### src/rtl/mem_bus_arbiter.sv
// mem_bus_arbiter: shares one asynchronous SRAM bus between a CPU port (0) and a
// DMA/loader port (1). Each access runs SETUP -> optional WAIT -> STROBE -> DONE so
// that address and data are stable on both sides of the oe/we strobe.
// All outputs are registered. mem_oe and mem_we are active-low.
//
// Optional build macro: ARB_FIXED_PRIORITY_EN
//   defined   : port 0 always wins contention (port 1 may starve)
//   undefined : round-robin between the two ports
//
// state   | meaning
// --------+--------------------------------------------------------------
// IDLE    | bus parked, waiting for a request
// SETUP   | address (and write data) driven; oe low for reads
// WAIT    | WAIT_STATES extra cycles of address/data settle time
// STROBE  | we low for writes; read data captured at end of cycle
// DONE    | strobe released, write data held, ack pulsed to granted port
module mem_bus_arbiter #(
    parameter int ADDR_WIDTH  = 16,
    parameter int DATA_WIDTH  = 8,
    parameter int WAIT_STATES = 0
) (
    input  logic                  clk,
    input  logic                  rst,
    input  logic                  p0_req,
    input  logic                  p0_wr,
    input  logic [ADDR_WIDTH-1:0] p0_addr,
    input  logic [DATA_WIDTH-1:0] p0_wdata,
    output logic                  p0_ack,
    output logic [DATA_WIDTH-1:0] p0_rdata,
    input  logic                  p1_req,
    input  logic                  p1_wr,
    input  logic [ADDR_WIDTH-1:0] p1_addr,
    input  logic [DATA_WIDTH-1:0] p1_wdata,
    output logic                  p1_ack,
    output logic [DATA_WIDTH-1:0] p1_rdata,
    output logic [ADDR_WIDTH-1:0] mem_a,
    output logic [DATA_WIDTH-1:0] mem_d_out,
    output logic                  mem_d_oe,
    input  logic [DATA_WIDTH-1:0] mem_d_in,
    output logic                  mem_oe,
    output logic                  mem_we
);

    localparam logic [2:0] S_IDLE   = 3'd0;
    localparam logic [2:0] S_SETUP  = 3'd1;
    localparam logic [2:0] S_WAIT   = 3'd2;
    localparam logic [2:0] S_STROBE = 3'd3;
    localparam logic [2:0] S_DONE   = 3'd4;

    // Down-counter preload: WAIT is left when the count reaches zero.
    localparam logic [3:0] WAIT_LOAD = (WAIT_STATES > 0) ? 4'(WAIT_STATES - 1) : 4'd0;

    logic [2:0]            state;
    logic                  cur_port;
    logic                  cur_wr;
    logic [3:0]            wait_cnt;
    logic                  grant_port;
    logic                  sel_wr;
    logic [ADDR_WIDTH-1:0] sel_addr;
    logic [DATA_WIDTH-1:0] sel_wdata;

`ifndef ARB_FIXED_PRIORITY_EN
    logic last_grant;

    // Round-robin history: remembers which port won the most recent grant.
    always_ff @(posedge clk) begin
        if (rst)
            last_grant <= 1'b1;
        else if (state == S_IDLE && (p0_req || p1_req))
            last_grant <= grant_port;
    end
`endif

    // Pick the winning port and mux its access attributes.
    always_comb begin
        grant_port = 1'b0;
`ifdef ARB_FIXED_PRIORITY_EN
        grant_port = ~p0_req;
`else
        if (p0_req && p1_req)
            grant_port = ~last_grant;
        else
            grant_port = ~p0_req;
`endif
        sel_wr    = grant_port ? p1_wr    : p0_wr;
        sel_addr  = grant_port ? p1_addr  : p0_addr;
        sel_wdata = grant_port ? p1_wdata : p0_wdata;
    end

    // Access sequencer; bus strobes are set on entry to each state so they are registered.
    always_ff @(posedge clk) begin
        if (rst) begin
            state     <= S_IDLE;
            cur_port  <= 1'b0;
            cur_wr    <= 1'b0;
            wait_cnt  <= 4'd0;
            mem_a     <= '0;
            mem_d_out <= '0;
            mem_d_oe  <= 1'b0;
            mem_oe    <= 1'b1;
            mem_we    <= 1'b1;
            p0_ack    <= 1'b0;
            p1_ack    <= 1'b0;
            p0_rdata  <= '0;
            p1_rdata  <= '0;
        end else begin
            p0_ack <= 1'b0;
            p1_ack <= 1'b0;
            case (state)
                S_IDLE: begin
                    if (p0_req || p1_req) begin
                        cur_port <= grant_port;
                        cur_wr   <= sel_wr;
                        mem_a    <= sel_addr;
                        if (sel_wr) begin
                            mem_d_out <= sel_wdata;
                            mem_d_oe  <= 1'b1;
                        end else begin
                            mem_oe <= 1'b0;
                        end
                        state <= S_SETUP;
                    end
                end
                S_SETUP: begin
                    if (WAIT_STATES == 0) begin
                        if (cur_wr)
                            mem_we <= 1'b0;
                        state <= S_STROBE;
                    end else begin
                        wait_cnt <= WAIT_LOAD;
                        state    <= S_WAIT;
                    end
                end
                S_WAIT: begin
                    if (wait_cnt == 4'd0) begin
                        if (cur_wr)
                            mem_we <= 1'b0;
                        state <= S_STROBE;
                    end else begin
                        wait_cnt <= wait_cnt - 4'd1;
                    end
                end
                S_STROBE: begin
                    if (cur_wr) begin
                        mem_we <= 1'b1;
                    end else begin
                        mem_oe <= 1'b1;
                        if (cur_port)
                            p1_rdata <= mem_d_in;
                        else
                            p0_rdata <= mem_d_in;
                    end
                    if (cur_port)
                        p1_ack <= 1'b1;
                    else
                        p0_ack <= 1'b1;
                    state <= S_DONE;
                end
                S_DONE: begin
                    // Address and write data stay put for hold; only the driver is released.
                    mem_d_oe <= 1'b0;
                    state    <= S_IDLE;
                end
                default: begin
                    state <= S_IDLE;
                end
            endcase
        end
    end

endmodule

### config.mk
export PLATFORM = sky130hd
export DESIGN_NAME = mem_bus_arbiter
export DESIGN_NICKNAME = d
export VERILOG_FILES = /design/src/rtl/mem_bus_arbiter.sv
export SDC_FILE = /design/constraint.sdc
export NUM_CORES = 1
export LEC_CHECK = 0
export BUFFER_PORTS_ARGS = -buffer_cell sky130_fd_sc_hd__buf_4
export CAP_MARGIN = 5
export CORE_MARGIN = 3
export CORE_UTILIZATION = 50
export DETAILED_ROUTE_END_ITERATION = 12
export PLACE_DENSITY = 0.84
export SLEW_MARGIN = 20
export SYNTH_ARGS = -nofsm -noshare
export SYNTH_HDL_FRONTEND = slang
export SYNTH_SLANG_ARGS = --single-unit
### constraint.sdc
create_clock -name clk -period 4.45 [get_ports clk]
set_input_delay 0.6675 -clock clk [delete_from_list [all_inputs] [get_ports clk]]
set_output_delay 0.6675 -clock clk [all_outputs]
set_load 0.01 [all_outputs]
# After elaboration in Yosys (flattened, before gate mapping)
# Cells that the tools add are included.
[op_classes]
n_mux = 20
bitwise = 6
add_sub_neg = 1
eq_ne = 10
reduce_logical = 18
[ops]
columns = ["cell", "count"]
rows = [
  ["2-to-1 mux 16 bit", 1],
  ["AND reduction 3 bit", 5],
  ["2-to-1 mux 1 bit", 12],
  ["case mux 3 bit (4 select lines)", 1],
  ["inequality test 2 bit (second input constant)", 5],
  ["2-to-1 mux 8 bit", 1],
  ["== test 3 x 2 -> 1 bit (second input constant)", 2],
  ["2-to-1 mux 3 bit", 2],
  ["NOT 1 bit", 6],
  ["AND reduction 2 bit", 3],
  ["zero test 4 bit", 1],
  ["case mux 1 bit (2 select lines)", 2],
  ["AND reduction 4 bit", 1],
  ["nonzero test 2 bit", 2],
  ["subtractor 4 x 1 -> 4 bit (second input constant)", 1],
  ["== test 3 x 1 -> 1 bit (second input constant)", 1],
  ["== test 3 bit (second input constant)", 1],
  ["zero test 3 bit", 1],
  ["case mux 1 bit (3 select lines)", 1],
  ["nonzero test 3 bit", 1],
  ["logical AND 1 bit", 2],
  ["inequality test 2 x 1 -> 1 bit (second input constant)", 1],
  ["OR reduction 2 bit", 1],
  ["logical OR 1 bit", 1],
]
[word_totals]
input_bits = 62
ff_bits = 55
wordCells = 69
output_inout_bits = 45

# Depth between registers and ports, before layout
# Gate-level depths: netlist of run 1.
[depth]
depth_word = 6
mapped_depth = 6
ltp_nobuf = 6

# Least setup slack after synthesis of run 1
# Ideal clock, no wire load.
[synth_path]
path_type = "input to register"
startpoint = "in p1_req"
endpoint = "reg mem_a[0]"
path_stages = 6
setup_ps = 91
arrival_time_ps = 1627
required_ps = 4359
setup_slack_ps = 2732
cell_sequence = "nand2b_1 buf_2 nand2_1 clkbuf_1 nand2_1 a311oi_1"
[synth_between]
elab_chain_len = 3
elab_cells_between_ends = 5
classes_between = "mux (2); reduce/logical (3)"
[synth_lines]
columns = ["element", "line_no", "source"]
rows = [
  ["start, declared", "30", "input logic p1_req,"],
  ["logical AND 1 bit", "80", "if (p0_req && p1_req)"],
  ["2-to-1 mux 1 bit", "80", ""],
  ["2-to-1 mux 16 bit", "86", "sel_addr = grant_port ? p1_addr : p0_addr;"],
  ["end signal, assigned", "114", "mem_a <= sel_addr;"],
  ["end, declared", "36", "output logic [ADDR_WIDTH-1:0] mem_a,"],
]
# Several ways; a longest one is shown, not always the timed one.
# A chain may end at the register's enable or synchronous reset.

# Worst setup path after layout of run 1
[layout_path]
startpoint = "in p1_req"
endpoint = "reg mem_d_out[7]"
[layout_between]
elab_chain_len = 4
elab_cells_between_ends = 6
classes_between = "mux (3); reduce/logical (3)"
[layout_lines]
columns = ["element", "line_no", "source"]
rows = [
  ["logical AND 1 bit", "80", ""],
  ["2-to-1 mux 1 bit", "80", ""],
  ["2-to-1 mux 1 bit", "85", "sel_wr = grant_port ? p1_wr : p0_wr;"],
  ["AND reduction 3 bit (no source line)", "-", ""],
  ["end signal, assigned", "116", "mem_d_out <= sel_wdata;"],
  ["end, declared", "37", "output logic [DATA_WIDTH-1:0] mem_d_out,"],
]
# Several ways; a longest one is shown, not always the timed one.

==> results of run 1 <==
==> area by class of cell <==
class                   instances  area, um2
repair buffers                107        803
well taps                      52       65.1
clock inverters                 3       27.5
multi-input cells             178       1130
clock buffers                   5       68.8
inverters                      15       56.3
fillers                       343       1220
flip-flops and latches         55       1100
==> cells in the final DEF (no fill, tap or decap), drive strengths merged, types with 2 or more instances in the layout <==
master	count
nor2	42
dfxtp	55
inv	16
a21oi	2
a21boi	2
a211oi	2
nand2	35
clkbuf	5
o21ai	11
xnor2	4
a311oi	16
nor3b	2
a221oi	9
nand2b	10
mux2i	16
buf	107
and2	3
nand4b	8
nor4	3
nor3	4
==> synth_stat cells (all sizes together), types with 2 or more instances <==
| cell type | n |
|---|---|
| and2 | 3 |
| nand2b | 10 |
| clkbuf | 13 |
| nor4 | 3 |
| a21boi | 2 |
| a211oi | 2 |
| buf | 6 |
| a311oi | 16 |
| mux2i | 16 |
| o21ai | 11 |
| a21oi | 2 |
| nand4b | 8 |
| nor3 | 4 |
| nand2 | 35 |
| inv | 15 |
| nor3b | 2 |
| dfxtp | 55 |
| xnor2 | 4 |
| a221oi | 9 |
| nor2 | 42 |
==> sequential cells by signal (all words and copies together) (netlist names) <==
register	count
last_grant	1
mem_we	1
cur_wr	1
p0_ack	1
mem_d_out	8
mem_a	16
mem_oe	1
cur_port	1
state	3
mem_d_oe	1
p1_rdata	8
p0_rdata	8
p1_ack	1
wait_cnt	4
==> critical path: stages <==
cell and delay [ns]:
buf_4 0.11, nand2b_1 0.27, and2_1 0.76, o21ai_0 0.24, a221oi_1 0.26
==> how the worst max path moves through the flow <==
stage,endpoint,slack [ns],cells after the start
global placement,mem_d_out[3]$_SDFFE_PP0P_,2.16,5
floorplan,mem_a[0]$_SDFFE_PP0P_,2.73,6
detailed placement,mem_d_out[7]$_SDFFE_PP0P_,2.05,5
finish,mem_d_out[7]$_SDFFE_PP0P_,2.35,5
CTS,mem_d_out[5]$_SDFFE_PP0P_,2.37,5
global route,mem_d_out[5]$_SDFFE_PP0P_,2.17,5
==> power by group through the flow <==
stage               sequential (mW)  clock (mW)  combinational (mW)
finish                        0.582       0.283               0.299
global route                  0.589       0.309               0.331
CTS                           0.583       0.295               0.302
detailed placement            0.594           0               0.301
global placement              0.592           0               0.297
floorplan                     0.610           0               0.146
==> metal layers <==
metal | part of all wire (%) | wire length, um | track usage [%]
met1 | 44 | 2460 | 23.9
met2 | 46 | 2590 | 35.1
met3 | 8.9 | 499 | 6.41
met4 | 1.2 | 69 | 6.52
met5 | 0 | 0 | 0
==> per-stage QoR <==
stage               cells  instance area [um2]
detailed placement    407                 3150
CTS                   415                 3250
global placement      407                 3150
global route          415                 3250
floorplan             267                 2370
finish                415                 3250
==> kinds of logic (layout without fill, tap and decap cells) <==
logic type | after synthesis | after routing
buffers and inverters | 34 | 130
adder cells (fa/ha/maj) | 1 | 1
flip-flops | 55 | 55
AND/OR/NAND/NOR | 110 | 110
AO/OA/AOI/OAI | 47 | 47
XOR/XNOR | 4 | 4
multiplexers | 16 | 16
==> run_results.csv, run 1 <==
group,metric,value,unit
run_status,outcome,"completed",
grt,grt_pass1_vias,2090,
worst_hold_path,hp-start,"mem_d_out[2]$_SDFFE_PP0P_",
cts,ctsHoldBuffers,0,
timing,holdWs,0.471,ns
floorplanning,core,4470,um2
synth,yosysWarnings,0,
synth,yosys.area_share.simple,23.5,%
synth,ys_seq_area_share,46.5,%
synth,syn_nets,330,
synth,synth.area.top_cells,"dfxtp_1 46%, mux2i_1 6.8%, nor2_1 6.7%",
cts,clk_pin_slew_worst_paths,0.10,ns
floorplanning,die_area,5600,um2
timing,max_freq,0.477,GHz
run,max_cap_viol_count,0,
synth,synth_cells,267,
synth,synthMuxAreaShare,6.76,%
routing,drc_errors,0,
timing,setup_ws,2.35,ns
timing,period_minus_slack,2.10,ns
timing,rsz0062_at_grt,"no",
cells_and_area,fin_util,72.7,%
cts,root_buffer,"clkbuf_8",
pwr,intPower,0.812,mW
cts,cts_buffer_depth,2,
grt,grt_max_degree,53,
routing,ant_nets,0,
cts,cts_max_level,2,
cts,clk_latency,0.31,ns
timing,tightest_slew,0.863,ns
pwr,p_leak,1.48,nW
pwr,p_switching,0.352,mW
cts,cts_buffers,5,
pwr,pwr-share-comb,25.7,%
grt,track_usage,20.3,%
synth,synth_compound_area_share,15.4,%
setup_path,cp-startpoint,"p1_req",
placed_design,gp_congestion,0.746,
pwr,switching_share,30.3,%
routing,routed_wl,5620,um
grt,grt_pass1_wl,8950,um
setup_path,ff2ff_setup_slack,2.42,ns
pwr,pwr-share-seq,50.0,%
setup_path,r2r-end,"mem_d_out[7]$_SDFFE_PP0P_",
setup_path,worst_setup_path_start_kind,"input port",
routing,viasPerCell,5.36,
synth,ys_types,35,
cts,cts.sinks,55,
timing,fin_setup_tns,0,ns
synth,synth_flop_cell,"dfxtp_1",
floorplanning,num_rows,24,
synth,ys_ff_latch,55,
timing,slew_headroom,42.5,%
routing,vias,2223,
grt,antenna_found_initial,0,
synth,synth_edf_count,0,
cts,post_cts_buffers,0,
cts,cts_tree,"built",
floorplanning,start_util,53.0,%
setup_path,worstPathArrival,2.32,ns
routing,first_pass_iters,4,
synth,synth_top_cell_by_area,"dfxtp_1",
worst_hold_path,hold_depth,2,
placed_design,pre_cts_slack,2.05,ns
worst_hold_path,min_path_type,"reg2reg",
routing,wire_per_inst,13.6,um
synth,synth-adder-area-share,0.528,%
setup_path,path_class,"in2reg",
timing,finalHoldViolCount,0,
placed_design,hpwlAfterDp,4110,um
synth,synth_area_per_cell,8.88,um2
setup_path,cp.required,4.67,ns
synth,synth-xor-area-share,1.48,%
floorplanning,die_y,74.8,um
cts,post_cts_resize_count,0,
synth,synth_top_family_by_area,"simple AND/OR/NAND/NOR gates",
routing,drt_iter0_drc,118,
timing,finalSetupViolCount,0,
setup_path,r2r_cells,4,
cells_and_area,area_growth,37.2,%
timing,min_period_over_period,47.1,%
synth,synth_top_area_share,46.5,%
timing,slew_violations,0,
cells_and_area,fin_nets,425,
floorplanning,ioPinCount,107,
setup_path,timing.rr.start,"last_grant$_SDFFE_PP1P_",
cells_and_area,n_antenna_cell,0,
pwr,power.total,1.16,mW
placed_design,io_buffers,106,
pwr,p_clk_share,24.3,%
pwr,power_density,358,nW/um2
cells_and_area,drive_gt1_share,33.1,%
pwr,ir_worst_vdd,0.207,mV
worst_hold_path,hold_end,"mem_d_out[2]$_SDFFE_PP0P_",
setup_path,cp-end-kind,"register",
grt,overflow,0,
timing,skew,0.0116,ns
floorplanning,dieWidth,74.8,um
synth,synth_area,2370,um2
setup_path,path_max_fanout,25,
synth,synthArstFlopShare,0,%
No activity file was read; power rests on OpenSTA's default activity.
==> run 2: changes to the inputs <==
Settings changed: CORE_UTILIZATION 50 to 47, PLACE_DENSITY 0.84 to 0.8.
Clock period 4.45 ns to 2.1 ns, I/O delays scaled along.
==> run 2 against run 1 <==
- final area up 1.9%
- clock skew fell by 0.0044 ns
- sequential power increased by 110%
- critical endpoint is now p1_rdata[1]$_SDFFE_PP0P_
- critical path type is now reg2reg
- via count down 0.13%
- final cell count grew 4.1%
- highest routed layer unchanged
- clock power grew 120%
==> run_results.csv, run 2 (synthesized netlist as in run 1, its figures left out) <==
group,metric,value,unit
run_status,outcome,"completed",
cells_and_area,largest_register_ffs,16,
setup_path,cp-startpoint,"state[1]$_SDFFE_PP0P_",
placed_design,placedInstanceArea,3210,um2
cells_and_area,final_common_cell,"buf_4",
cts,post_cts_buffers,0,
cells_and_area,n_antenna_cell,0,
worst_hold_path,min_path_type,"in2reg",
setup_path,crit_path_top_delay_cell,"or4b_1",
cts,cts_tree,"built",
routing,routed_wl,5980,um
cts,clk_pin_slew_worst_paths,0.09,ns
setup_path,path_max_fanout,8,
timing,skew,0.00726,ns
floorplanning,num_rows,25,
timing,slew_headroom,61.6,%
setup_path,cpPeakStageDelay,0.73,ns
setup_path,critPathBufInv,0,
cts,root_buffer,"clkbuf_8",
cts,clk_latency,0.31,ns
cells_and_area,area_growth,39.8,%
floorplanning,start_util,49.5,%
cts,cts_max_level,2,
setup_path,cp.required,2.28,ns
timing,tightest_slew,0.575,ns
timing,finalSetupViolCount,0,
routing,drc_errors,0,
run,max_cap_viol_count,0,
placed_design,io_buffers,106,
setup_path,critPathTopFamily,"simple AND/OR/NAND/NOR gates",
timing,rsz0062_at_grt,"no",
setup_path,path_cells,"nand2_4, or4b_1, mux2i_1, nor2_1",
pwr,p_leak,1.50,nW
cells_and_area,fin_area,3310,um2
setup_path,cp-end-kind,"register",
timing,slew_violations,0,
routing,met1Wirelength,2500,um
routing,first_pass_iters,4,
cells_and_area,top_register,"mem_a",
cts,cts_buffers,5,
worst_hold_path,hp-start,"mem_d_in[5]",
floorplanning,dieWidth,77.0,um
routing,highest_layer,"met4",
grt,track_usage,21.2,%
cells_and_area,mostFrequentLayoutCells,"107 x buf_4, 55 x dfxtp_1, 42 x nor2_1, 34 x nand2_1",
cts,cts.sinks,55,
floorplanning,core,4790,um2
timing,max_freq,0.558,GHz
routing,wire_per_inst,13.8,um
cells_and_area,drive_gt1_share,33.2,%
setup_path,worstPathArrival,1.97,ns
floorplanning,ioPinCount,107,
routing,drt_iter0_drc,86,
placed_design,gp_congestion,0.810,
timing,fin_setup_tns,0,ns
routing,route.met2.wl,2850,um
timing,finalHoldViolCount,0,
setup_path,path_class,"reg2reg",
pwr,ir_worst_vdd,0.531,mV
floorplanning,die_area,5930,um2
grt,overflow,0,
setup_path,timing.rr.start,"state[1]$_SDFFE_PP0P_",
grt,grt_pass1_wl,10300,um
floorplanning,die_y,77.0,um
routing,ant_nets,0,
grt,grt_max_degree,53,
timing,min_period_over_period,85.4,%
placed_design,hpwlAfterDp,4390,um
pwr,power_density,761,nW/um2
routing,viasPerCell,5.14,
setup_path,worst_setup_path_start_kind,"register",
grt,grt_pass1_vias,2305,
cts,post_cts_resize_count,0,
cells_and_area,fin_nets,427,
timing,period_minus_slack,1.79,ns
cts,ctsHoldBuffers,0,
cts,cts_buffer_depth,2,
routing,routed-wl-met3,551,um
grt,antenna_found_initial,0,
routing,vias,2220,
## run 2: cell count changes in the layout (fill, tap and decap cells not counted)
| cell | change |
|---|---|
| buf_12 | +2 |
| clkbuf_1 | +1 |
| clkbuf_8 | +2 |
| clkinv_4 | -1 |
| clkinvlp_4 | -1 |
| inv_8 | -1 |
## run 2: tightest hold or removal path: stages
cell and delay (ns):
buf_4 0.08, mux2i_1 0.05, nor2_1 0.07
## run 2: area by class of cell
class / instances / area (um2)
fillers: 418 / 1470
multi-input cells: 178 / 1130
flip-flops and latches: 55 / 1100
repair buffers: 109 / 843
clock buffers: 8 / 100
well taps: 67 / 83.8
inverters: 15 / 56.3
## run 2: through the flow
| step | hold slack [ns] | total power, mW | utilization [%] | worst slack (ns) | std cells |
|---|---|---|---|---|---|
| finish | 0.252 | 2.52 | 69.2 | 0.307 | 432 |
| global placement | 0.458 | 1.91 | 67.1 | 0.385 | 424 |
| CTS | 0.245 | 2.55 | 69.2 | 0.271 | 432 |
| floorplan | 0.459 | 1.60 | - | 0.591 | 267 |
| global route | 0.254 | 2.66 | 69.2 | 0.157 | 432 |
| detailed placement | 0.468 | 1.92 | 67.1 | 0.294 | 424 |
## run 2: path summary, 6_finish.rpt
check	endpoint	slack, ns	cells past startpoint
max	p1_rdata[1]$_SDFFE_PP0P_	0.31	4
min	p1_rdata[5]$_SDFFE_PP0P_	0.25	3
min reg2reg	mem_d_out[5]$_SDFFE_PP0P_	0.48	2
max reg2reg	p1_rdata[1]$_SDFFE_PP0P_	0.31	4
## run 2: report_power, final
group / switching, mW / internal [mW] / total, mW / leakage [nW]
Combinational: 0.319 / 0.339 / 0.659 / 0.999
Clock: 0.325 / 0.302 / 0.626 / 0.0515
Sequential: 0.0838 / 1.15 / 1.24 / 0.450
## run 2: routing by layer
layer  GRT usage, %  up-vias
met5              0        -
met2           36.6       83
met3           6.57        6
met1           24.9     1004
met4           6.94        0
li1               -     1127
